<file path="config.mk">
export PLATFORM = sky130hd
export DESIGN_NAME = window_load_controller
export DESIGN_NICKNAME = d
export VERILOG_FILES = /design/src/rtl/window_load_controller.sv
export SDC_FILE = /design/constraint.sdc
export NUM_CORES = 1
export LEC_CHECK = 0
export ABC_CLOCK_PERIOD_IN_PS = 4350
export BUFFER_PORTS_ARGS = -buffer_cell sky130_fd_sc_hd__buf_2
export CAP_MARGIN = 20
export CORE_MARGIN = 4
export CORE_UTILIZATION = 37
export DETAILED_ROUTE_END_ITERATION = 10
export HOLD_SLACK_MARGIN = 0.06
export PLACE_DENSITY_LB_ADDON = 0.2
export REMOVE_ABC_BUFFERS = 1
export SLEW_MARGIN = 20
export SYNTH_ARGS = -nofsm -noshare
export SYNTH_HDL_FRONTEND = slang
export SYNTH_SLANG_ARGS = --single-unit
</file>
<file path="constraint.sdc">
create_clock -name clk -period 4.35 [get_ports clk]
set_clock_uncertainty 0.2 [all_clocks]
set_input_delay 0 -clock clk [delete_from_list [all_inputs] [get_ports clk]]
set_output_delay 0 -clock clk [all_outputs]
set_load 0.03 [all_outputs]
</file>
<file path="src/rtl/window_load_controller.sv">
// Window load controller: sequences the address generator through WIN line reads per
// window, buffers the rows into a WIN x WIN window and hands it to the downstream MAC.
module window_load_controller #(
    parameter int PIXEL_W = 8,
    parameter int WIN     = 4
) (
    input  logic                         clk,
    input  logic                         rst,
    input  logic                         start,
    input  logic [WIN*PIXEL_W-1:0]       mem_data,
    input  logic                         cout_addr_generator,
    input  logic                         window_ld_done,
    input  logic                         window_ready,
    output logic                         en_line_counter,
    output logic                         en_window_start_pos_counter,
    output logic [WIN*WIN*PIXEL_W-1:0]   window_data,
    output logic                         window_valid,
    output logic                         busy,
    output logic                         done
);

    localparam int ROW_W = WIN * PIXEL_W;
    localparam int PTR_W = (WIN > 1) ? $clog2(WIN) : 1;
    localparam logic [PTR_W-1:0] PTR_LAST = PTR_W'(WIN - 1);

    typedef enum logic [2:0] {
        IDLE,
        LOAD,
        FLUSH,
        VALID,
        FINISH
    } state_t;

    state_t                      state_q, state_d;
    logic                        cap_q, cap_d;
    logic [PTR_W-1:0]            row_ptr_q, row_ptr_d;
    logic [WIN*WIN*PIXEL_W-1:0]  window_q, window_d;

    always_ff @(posedge clk or posedge rst) begin
        if (rst) begin
            state_q   <= IDLE;
            cap_q     <= 1'b0;
            row_ptr_q <= '0;
            window_q  <= '0;
        end else begin
            state_q   <= state_d;
            cap_q     <= cap_d;
            row_ptr_q <= row_ptr_d;
            window_q  <= window_d;
        end
    end

    always_comb begin
        state_d                     = state_q;
        en_line_counter             = 1'b0;
        en_window_start_pos_counter = 1'b0;
        window_valid                = 1'b0;
        done                        = 1'b0;
        busy                        = (state_q != IDLE);
        unique case (state_q)
            IDLE: begin
                if (start) state_d = LOAD;
            end
            LOAD: begin
                en_line_counter = 1'b1;
                if (cout_addr_generator) state_d = FLUSH;
            end
            FLUSH: begin
                state_d = VALID;
            end
            VALID: begin
                window_valid = 1'b1;
                if (window_ready) begin
                    en_window_start_pos_counter = 1'b1;
                    state_d = window_ld_done ? FINISH : LOAD;
                end
            end
            FINISH: begin
                done    = 1'b1;
                state_d = IDLE;
            end
            default: state_d = IDLE;
        endcase
    end

    // Capture lags the line enable by one cycle to match the registered memory read.
    always_comb begin
        cap_d     = en_line_counter;
        row_ptr_d = row_ptr_q;
        window_d  = window_q;
        if (cap_q) begin
            for (int unsigned r = 0; r < WIN; r++) begin
                if (row_ptr_q == PTR_W'(r)) window_d[r*ROW_W +: ROW_W] = mem_data;
            end
            row_ptr_d = (row_ptr_q == PTR_LAST) ? '0 : row_ptr_q + PTR_W'(1);
        end
        if (state_d == LOAD && state_q != LOAD) row_ptr_d = '0;
    end

    assign window_data = window_q;

endmodule

</file>
==> results of run 1 <==
[cells by family after synthesis]
kind of cell             synth area share (%)
AO/OA/AOI/OAI                          0.5712
adder cells (fa/ha/maj)                0.9139
flip-flops                              61.23
multiplexers                            31.69
AND/OR/NAND/NOR                         2.490
buffers and inverters                   3.107
[worst reg2reg max path, delay by kind of cell, from the launching register on]
family        cells  cell delay (ps)
simple gates      1              500
buf+inv           1               80
flops             1              410
fa+ha+maj         1              230
mux               1              420
[worst min path at each step]
stage                   start                          end  slack, ps  cells after the start
2_1_floorplan  window_ld_done         state_q[2]$_DFF_PP0_        -70                      1
3_3_place_gp              rst  window_data[34]$_DFFE_PP0P_         20                      2
3_5_place_dp              rst  window_data[98]$_DFFE_PP0P_         40                      2
4_1_cts                   rst  window_data[98]$_DFFE_PP0P_        140                      3
5_1_grt                   rst  window_data[34]$_DFFE_PP0P_        190                      3
6_report                  rst  window_data[34]$_DFFE_PP0P_        100                      3
[layer usage]
metal  share of wire (%)  routed length [um]  vias up
met2                  48                5950      109
met4                 1.3                 158        0
li1                    -                   -     1529
met3                 6.1                 765       13
met5                   0                   0        -
met1                  45                5593     1696
[cells in the mapped netlist]
master | number | area, um2
nand3b_1 | 1 | 7.510
nor3b_1 | 3 | 22.52
nor2_1 | 4 | 15.01
a41oi_1 | 1 | 8.760
dfrtp_1 | 134 | 3353
a21oi_1 | 3 | 15.01
buf_4 | 1 | 7.510
mux2_4 | 73 | 1096
ha_1 | 4 | 50.05
inv_1 | 3 | 11.26
or3b_2 | 1 | 8.760
and2_1 | 1 | 6.260
buf_2 | 1 | 5.000
mux2_2 | 55 | 619.3
nand4b_1 | 1 | 8.760
nand2_4 | 4 | 45.04
buf_6 | 13 | 146.4
nand2_1 | 2 | 7.510
and3b_1 | 1 | 8.760
or3_1 | 1 | 6.260
o21a_1 | 1 | 7.510
mux2i_1 | 2 | 20.02
[registers in the layout, indices dropped and copies added (netlist names)]
signal	cells
row_ptr_q	2
state_q	3
cap_q	1
window_data	128
[what timing repair did]
action / 4_1_cts / 5_1_grt
hold buffers: 40 / 0
buffers inserted: 0 / 0
endpoints found under the hold margin: 225 / 0
[per-stage QoR]
stage	hold slack (ps)	instance area, um2	util, %	total power [W]	cells
after global placement	17.22	6411	44.11	0.005631	650
final	99.70	7418	51.04	0.007153	722
after floorplan	-71.41	5318	-	0.004704	295
after CTS	137.1	7418	51.04	0.007243	722
after global routing	186.4	7418	51.04	0.007512	722
after detailed placement	37.60	6411	44.11	0.005702	650
[layout make-up]
class | instances | share of cell area (%)
tap | 184 | 3.103
clock buffer | 19 | 6.106
sequential | 134 | 45.20
inverter | 3 | 0.2193
clock inverter | 13 | 2.075
timing repair buffer | 211 | 16.97
multi-input combinational | 158 | 26.33
[report_power, final]
part | leakage, nW | total (W) | internal (W) | switching [W]
sequential | 1.57 | 0.00228 | 0.00190 | 0.000386
combinational | 1.90 | 0.00341 | 0.00139 | 0.00203
clock | 0.291 | 0.00146 | 0.000927 | 0.000533
total | 3.76 | 0.00715 | 0.00421 | 0.00294
==> summary.md, run 1 <==
| Metric | Value |
|---|---|
| Slowest CP cell | `nand2_4` |
| Slew margin rel. | `a little under half` |
| Worst path arrival time | `~2100 ps` |
| WP depth | `4` |
| Layer with the highest usage | `met2` |
| Vias in the first global route | `about 3.5k` |
| Setup violators final | `0` |
| Routability cong. | `about 0.72` |
| Cell family with most CP delay | `simple AND/OR/NAND/NOR gates` |
| GRT Total Usage | `~15%` |
| Residual DRC | `0` |
| Crit path from | `row_ptr_q[0]$_DFFE_PP0P_` |
| GR met2 Demand/Resource | `about a quarter` |
| CTS sink cnt | `approximately 130` |
| Crit Reg-Reg Endpoint | `window_data[94]$_DFFE_PP0P_` |
| P&R area growth vs syn | `35.46%` |
| Total CTS buffers | `17` |
| Max Buffers Root-to-Sink | `2` |
| Leak | `around 3.8 nW` |
| Worst Reg2Reg Path Length in Cells | `4` |
| Mapped Cells | `310` |
| Hpwl dp | `roughly 8 mm` |
| Worst Path Buf+Inv | `1` |
| Die Wd | `129.7 um` |
| Number of H-tree levels | `4` |
| Maximum VDD drop | `397.2 uV` |
| Number of nets with antenna violations after detailed routing | `0` |
| Kind of critical path | `reg -> reg` |
| Largest net degree at the start of global routing | `between 90 and 100` |
| Seq. cell area | `3353 um2` |
| PD cells | `between 900 and 1000 nW/um2` |
| Worst setup endpoint | `window_data[94]$_DFFE_PP0P_` |
| Root buffer cell | `clkbuf_16` |
| PostCTS Resize Cnt | `0` |
| Starting Density | `around 38%` |
| Synthesis-stage register bit count | `around 130` |
| Flop2flop setup slack | `around 2400 ps` |
| 1st-iter DRT viols | `87` |
| Vias per inst | `4.636` |
| CP startpoint kind | `register` |
| Nets | `between 500 and 600` |
| Crit path largest cell delay | `about 500 ps` |
| Fin. Hold Viols | `0` |
| Placement Setup Slack | `between 2000 and 2500 ps` |
| Total routed wirelength | `12.47 mm` |
| Total gr overflow | `0` |
| Fmax | `around 0.51 GHz` |
| CTS clock-pin slew for the worst setup and hold paths | `approximately 60 ps` |
| Die area | `16,810 um2` |
| Met3 global-route usage | `under 10%` |
| Max-Cap Viols | `0` |
| Commonest non-fill, non-tap cell in the layout | `buf_2` |
| Pre-antenna DRT Iters | `4` |
| Synth cell types | `22` |
| Synth warn | `0` |
| Row cnt | `44` |
| FF-to-FF Start | `row_ptr_q[0]$_DFFE_PP0P_` |
| Syn Area/Cell | `~18 um2` |
| Status | `finished, final reports clean` |
| # fillers | `roughly 1.3k` |
| Setup tns final | `0 ps` |
| Buffers on Ports | `between 150 and 200` |
| CTS tree | `done` |
| Initial antenna violation count | `0` |
| CP cell instances | `inv_1 > ha_1 > nand2_4 > mux2_2` |
| Multi-input logic area | `1953 um2` |
| Tcrit/Tclk final | `between 40% and 50%` |
| Most frequent cells in the layout | `buf_2 (170), dfrtp_1 (134), mux2_4 (73), mux2_2 (55), dlygate4sd3_1 (40)` |
| Diodes inserted | `0` |
| Wire length of the first global-routing pass | `19.51 mm` |
| # IOs | `between 150 and 200` |
| CP Capture Type | `register` |
| Met1 usage | `roughly 20%` |
| CP Max Fanout | `32` |
| Fraction of layout cells with a size suffix above 1 | `a little over three fifths` |
| Worst-Margin Slew | `~820 ps` |
| Required @ worst endpoint | `about 4500 ps` |
| Die Span Y | `roughly 130 um` |
| Min setup slack post-route | `roughly 2400 ps` |
| DR WL/cell | `17.27 um` |
| Core area | `approximately 15,000 um2` |
| Mapped Area | `around 5500 um2` |
| Clk_lat worst skew | `roughly 410 ps` |
| Seq/Total Area, Yosys | `between 60% and 70%` |
| RSZ-0062 raised after global routing | `no` |
| Vias | `approximately 3.3k` |
| Final min period | `just under 2000 ps` |
| Worst Hold Class | `in -> async` |
| Slew Viols, Final | `0` |
No activity file was read; power rests on OpenSTA's default activity.
==> inputs of run 2 (changes only) <==
--- a/config.mk
+++ b/config.mk
@@ -5,7 +5,7 @@
 export SDC_FILE = /design/constraint.sdc
 export NUM_CORES = 1
 export LEC_CHECK = 0
-export ABC_CLOCK_PERIOD_IN_PS = 4350
+export ABC_CLOCK_PERIOD_IN_PS = 1900
 export BUFFER_PORTS_ARGS = -buffer_cell sky130_fd_sc_hd__buf_2
 export CAP_MARGIN = 20
 export CORE_MARGIN = 4
==> constraint.sdc (replaced) <==
create_clock -name clk -period 1.9 [get_ports clk]
set_clock_uncertainty 0.2 [all_clocks]
set_input_delay 0 -clock clk [delete_from_list [all_inputs] [get_ports clk]]
set_output_delay 0 -clock clk [all_outputs]
set_load 0.03 [all_outputs]
==> run 2 against run 1 <==
Sequential share of layout area decreased by 1.1 points; non-clock buffer count increased by 13; first-iteration DRC count increased by 39%; design area increased by 2.5%; final cell count increased by 1.5%; clock-buffer cell count increased by 9; core utilization increased by 1.3 points; critical path type is now reg -> out.
==> summary.md, run 2 (synthesized netlist as in run 1, its figures left out) <==
| Metric | Value |
|---|---|
| Vias | `3,385 (+1.1%)` |
| Power Total | `0.01643 W (+130%)` |
| Worst Hold Class | `in -> reg` |
| Pre-antenna DRT Iters | `4 (unchanged)` |
| CP Max Fanout | `11 (-66%)` |
| Placement Setup Slack | `179.9 ps (-2197 ps)` |
| Max Buffers Root-to-Sink | `2 (unchanged)` |
| CTS clock-pin slew for the worst setup and hold paths | `50 ps (about the same)` |
| Largest net degree at the start of global routing | `47 (-50%)` |
| Maximum VDD drop | `987.2 uV (+150%)` |
| Setup violators final | `0 (unchanged)` |
| Seq. cell area | `3354 um2 (about the same)` |
| Worst path arrival time | `1530 ps (-520 ps)` |
| Die area | `16,810 um2 (unchanged)` |
| Number of H-tree levels | `4 (unchanged)` |
| Wire length of the first global-routing pass | `19.53 mm (+0.11%)` |
| Die Wd | `129.7 um (unchanged)` |
| Total CTS buffers | `17 (unchanged)` |
| Routability cong. | `0.7671 (+6.0%)` |
| Worst Reg2Reg Path Length in Cells | `4 (unchanged)` |
| Max reg flops | `128 (unchanged)` |
| PD cells | `2159 nW/um2 (+120%)` |
| Core area | `14,530 um2 (unchanged)` |
| Row cnt | `44 (unchanged)` |
| Residual DRC | `0 (unchanged)` |
| Met1 usage | `20.12% (+0.49 points)` |
| 1st-iter DRT viols | `121 (+39%)` |
| Nets | `580 (+2.3%)` |
| Diodes inserted | `0 (unchanged)` |
| Commonest non-fill, non-tap cell in the layout | `buf_2` |
| GR met2 Demand/Resource | `23.69% (unchanged)` |
| RSZ-0062 raised after global routing | `no` |
| Total routed wirelength | `12.73 mm (+2.1%)` |
| CTS sink cnt | `134 (unchanged)` |
| Worst-Margin Slew | `450.0 ps (-375.0 ps)` |
| Vias in the first global route | `3,498 (-1.0%)` |
| P&R area growth vs syn | `38.91%` |
| Required @ worst endpoint | `1700 ps (-2750 ps)` |
| Starting Density | `37.68% (unchanged)` |
| Leak | `3.863 nW (+2.8%)` |
| Post-route cell area | `7607 um2 (+2.5%)` |
| # IOs | `171 (unchanged)` |
| Number of nets with antenna violations after detailed routing | `0 (unchanged)` |
| Layer with the highest usage | `met2` |
| # fillers | `1,223 (-2.8%)` |
| Hpwl dp | `8.857 mm (+12%)` |
| Total gr overflow | `0 (unchanged)` |
| Die Span Y | `129.7 um (unchanged)` |
| Slew margin rel. | `70.00% (+25 points)` |
| Fin. Hold Viols | `0 (unchanged)` |
| CTS tree | `done` |
| Hold Path Depth | `3` |
| Min setup slack post-route | `168.6 ps (-2232 ps)` |
| Most frequent cells in the layout | `buf_2 (170), dfrtp_1 (133), mux2_4 (73), mux2_2 (55), dlygate4sd3_1 (41)` |
| Fmax | `~0.58 GHz` |
| Initial antenna violation count | `0 (unchanged)` |
| Multi-input logic area | `1953 um2 (unchanged)` |
| Final min period | `about 1700 ps` |
| Vias per inst | `4.618 (-0.38%)` |
| Max-Cap Viols | `0 (unchanged)` |
| Buffers on Ports | `170 (unchanged)` |
| CP startpoint kind | `register` |
| Status | `finished, final reports clean` |
| Hold_ws | `200.1 ps (+100.4 ps)` |
| Placed Area | `6614 um2 (+3.2%)` |
| Slew Viols, Final | `0 (unchanged)` |
| DR WL/cell | `17.36 um (+0.54%)` |
| GRT Total Usage | `15.42% (+0.25 points)` |
| CP Capture Type | `output pin` |
| Met3 global-route usage | `5.853% (+1.0 points)` |
| Kind of critical path | `reg -> out` |
| Clk_lat worst skew | `410 ps (about the same)` |
| Root buffer cell | `clkbuf_16` |
| Tcrit/Tclk final | `roughly nine tenths` |
| Fraction of layout cells with a size suffix above 1 | `62.84% (+0.20 points)` |
## run 2: worst max-delay path, cell delays in order, from the launching register on
cell	delay (ps)
dfrtp_1	470
nor3b_1	370
buf_2	270
## run 2: worst paths after layout
check / start / end / slack [ps]
setup / recovery: state_q[1]$_DFF_PP0_ / en_line_counter / 170
hold / removal: mem_data[31] / window_data[127]$_DFFE_PP0P_ / 200
setup reg to reg: row_ptr_q[0]$_DFFE_PP0P_ / window_data[123]$_DFFE_PP0P_ / 180
hold reg to reg: window_data[53]$_DFFE_PP0P_ / window_data[53]$_DFFE_PP0P_ / 300
max in group asynchronous: rst / state_q[0]$_DFF_PP0_ / 340
min in group asynchronous: rst / window_data[2]$_DFFE_PP0P_ / 600
## run 2: power by group
| part | switching, W | internal (W) | total, W |
|---|---|---|---|
| sequential | 0.000892 | 0.00435 | 0.00524 |
| combinational | 0.00467 | 0.00333 | 0.00800 |
| clock | 0.00113 | 0.00206 | 0.00319 |
| total | 0.00669 | 0.00974 | 0.0164 |
## run 2: layer usage
layer / part of all wire, % / vias up / wire, um
met3: 7.2 / 19 / 919
met5: 0 / - / 0
met4: 1.5 / 0 / 191
met1: 45 / 1710 / 5672
li1: - / 1546 / -
met2: 47 / 110 / 5941
## run 2: repair_timing
item / 4_1_cts / 5_1_grt
hold endpoints to repair: 267 / 0
gates resized for setup: 0 / 1
hold buffers: 41 / 0
setup buffers: 0 / 0
endpoints found under the setup margin: 0 / 1
## run 2: layout make-up
class	instances	share of cell area, %
Tap cell	184	3.026
Sequential cell	134	44.10
Timing Repair Buffer	224	19.34
Inverter	3	0.2138
Clock inverter	2	0.4605
Multi-Input combinational cell	158	25.67
Clock buffer	28	7.187
## run 2: through the flow
stage | setup TNS, ps | instances | utilization [%]
2_1_floorplan | -252290 | 295 | -
3_5_place_dp | 0 | 662 | 45.51
6_report | 0 | 733 | 52.34
5_1_grt | 0 | 733 | 52.34
4_1_cts | 0 | 733 | 52.33
3_3_place_gp | 0 | 662 | 45.51
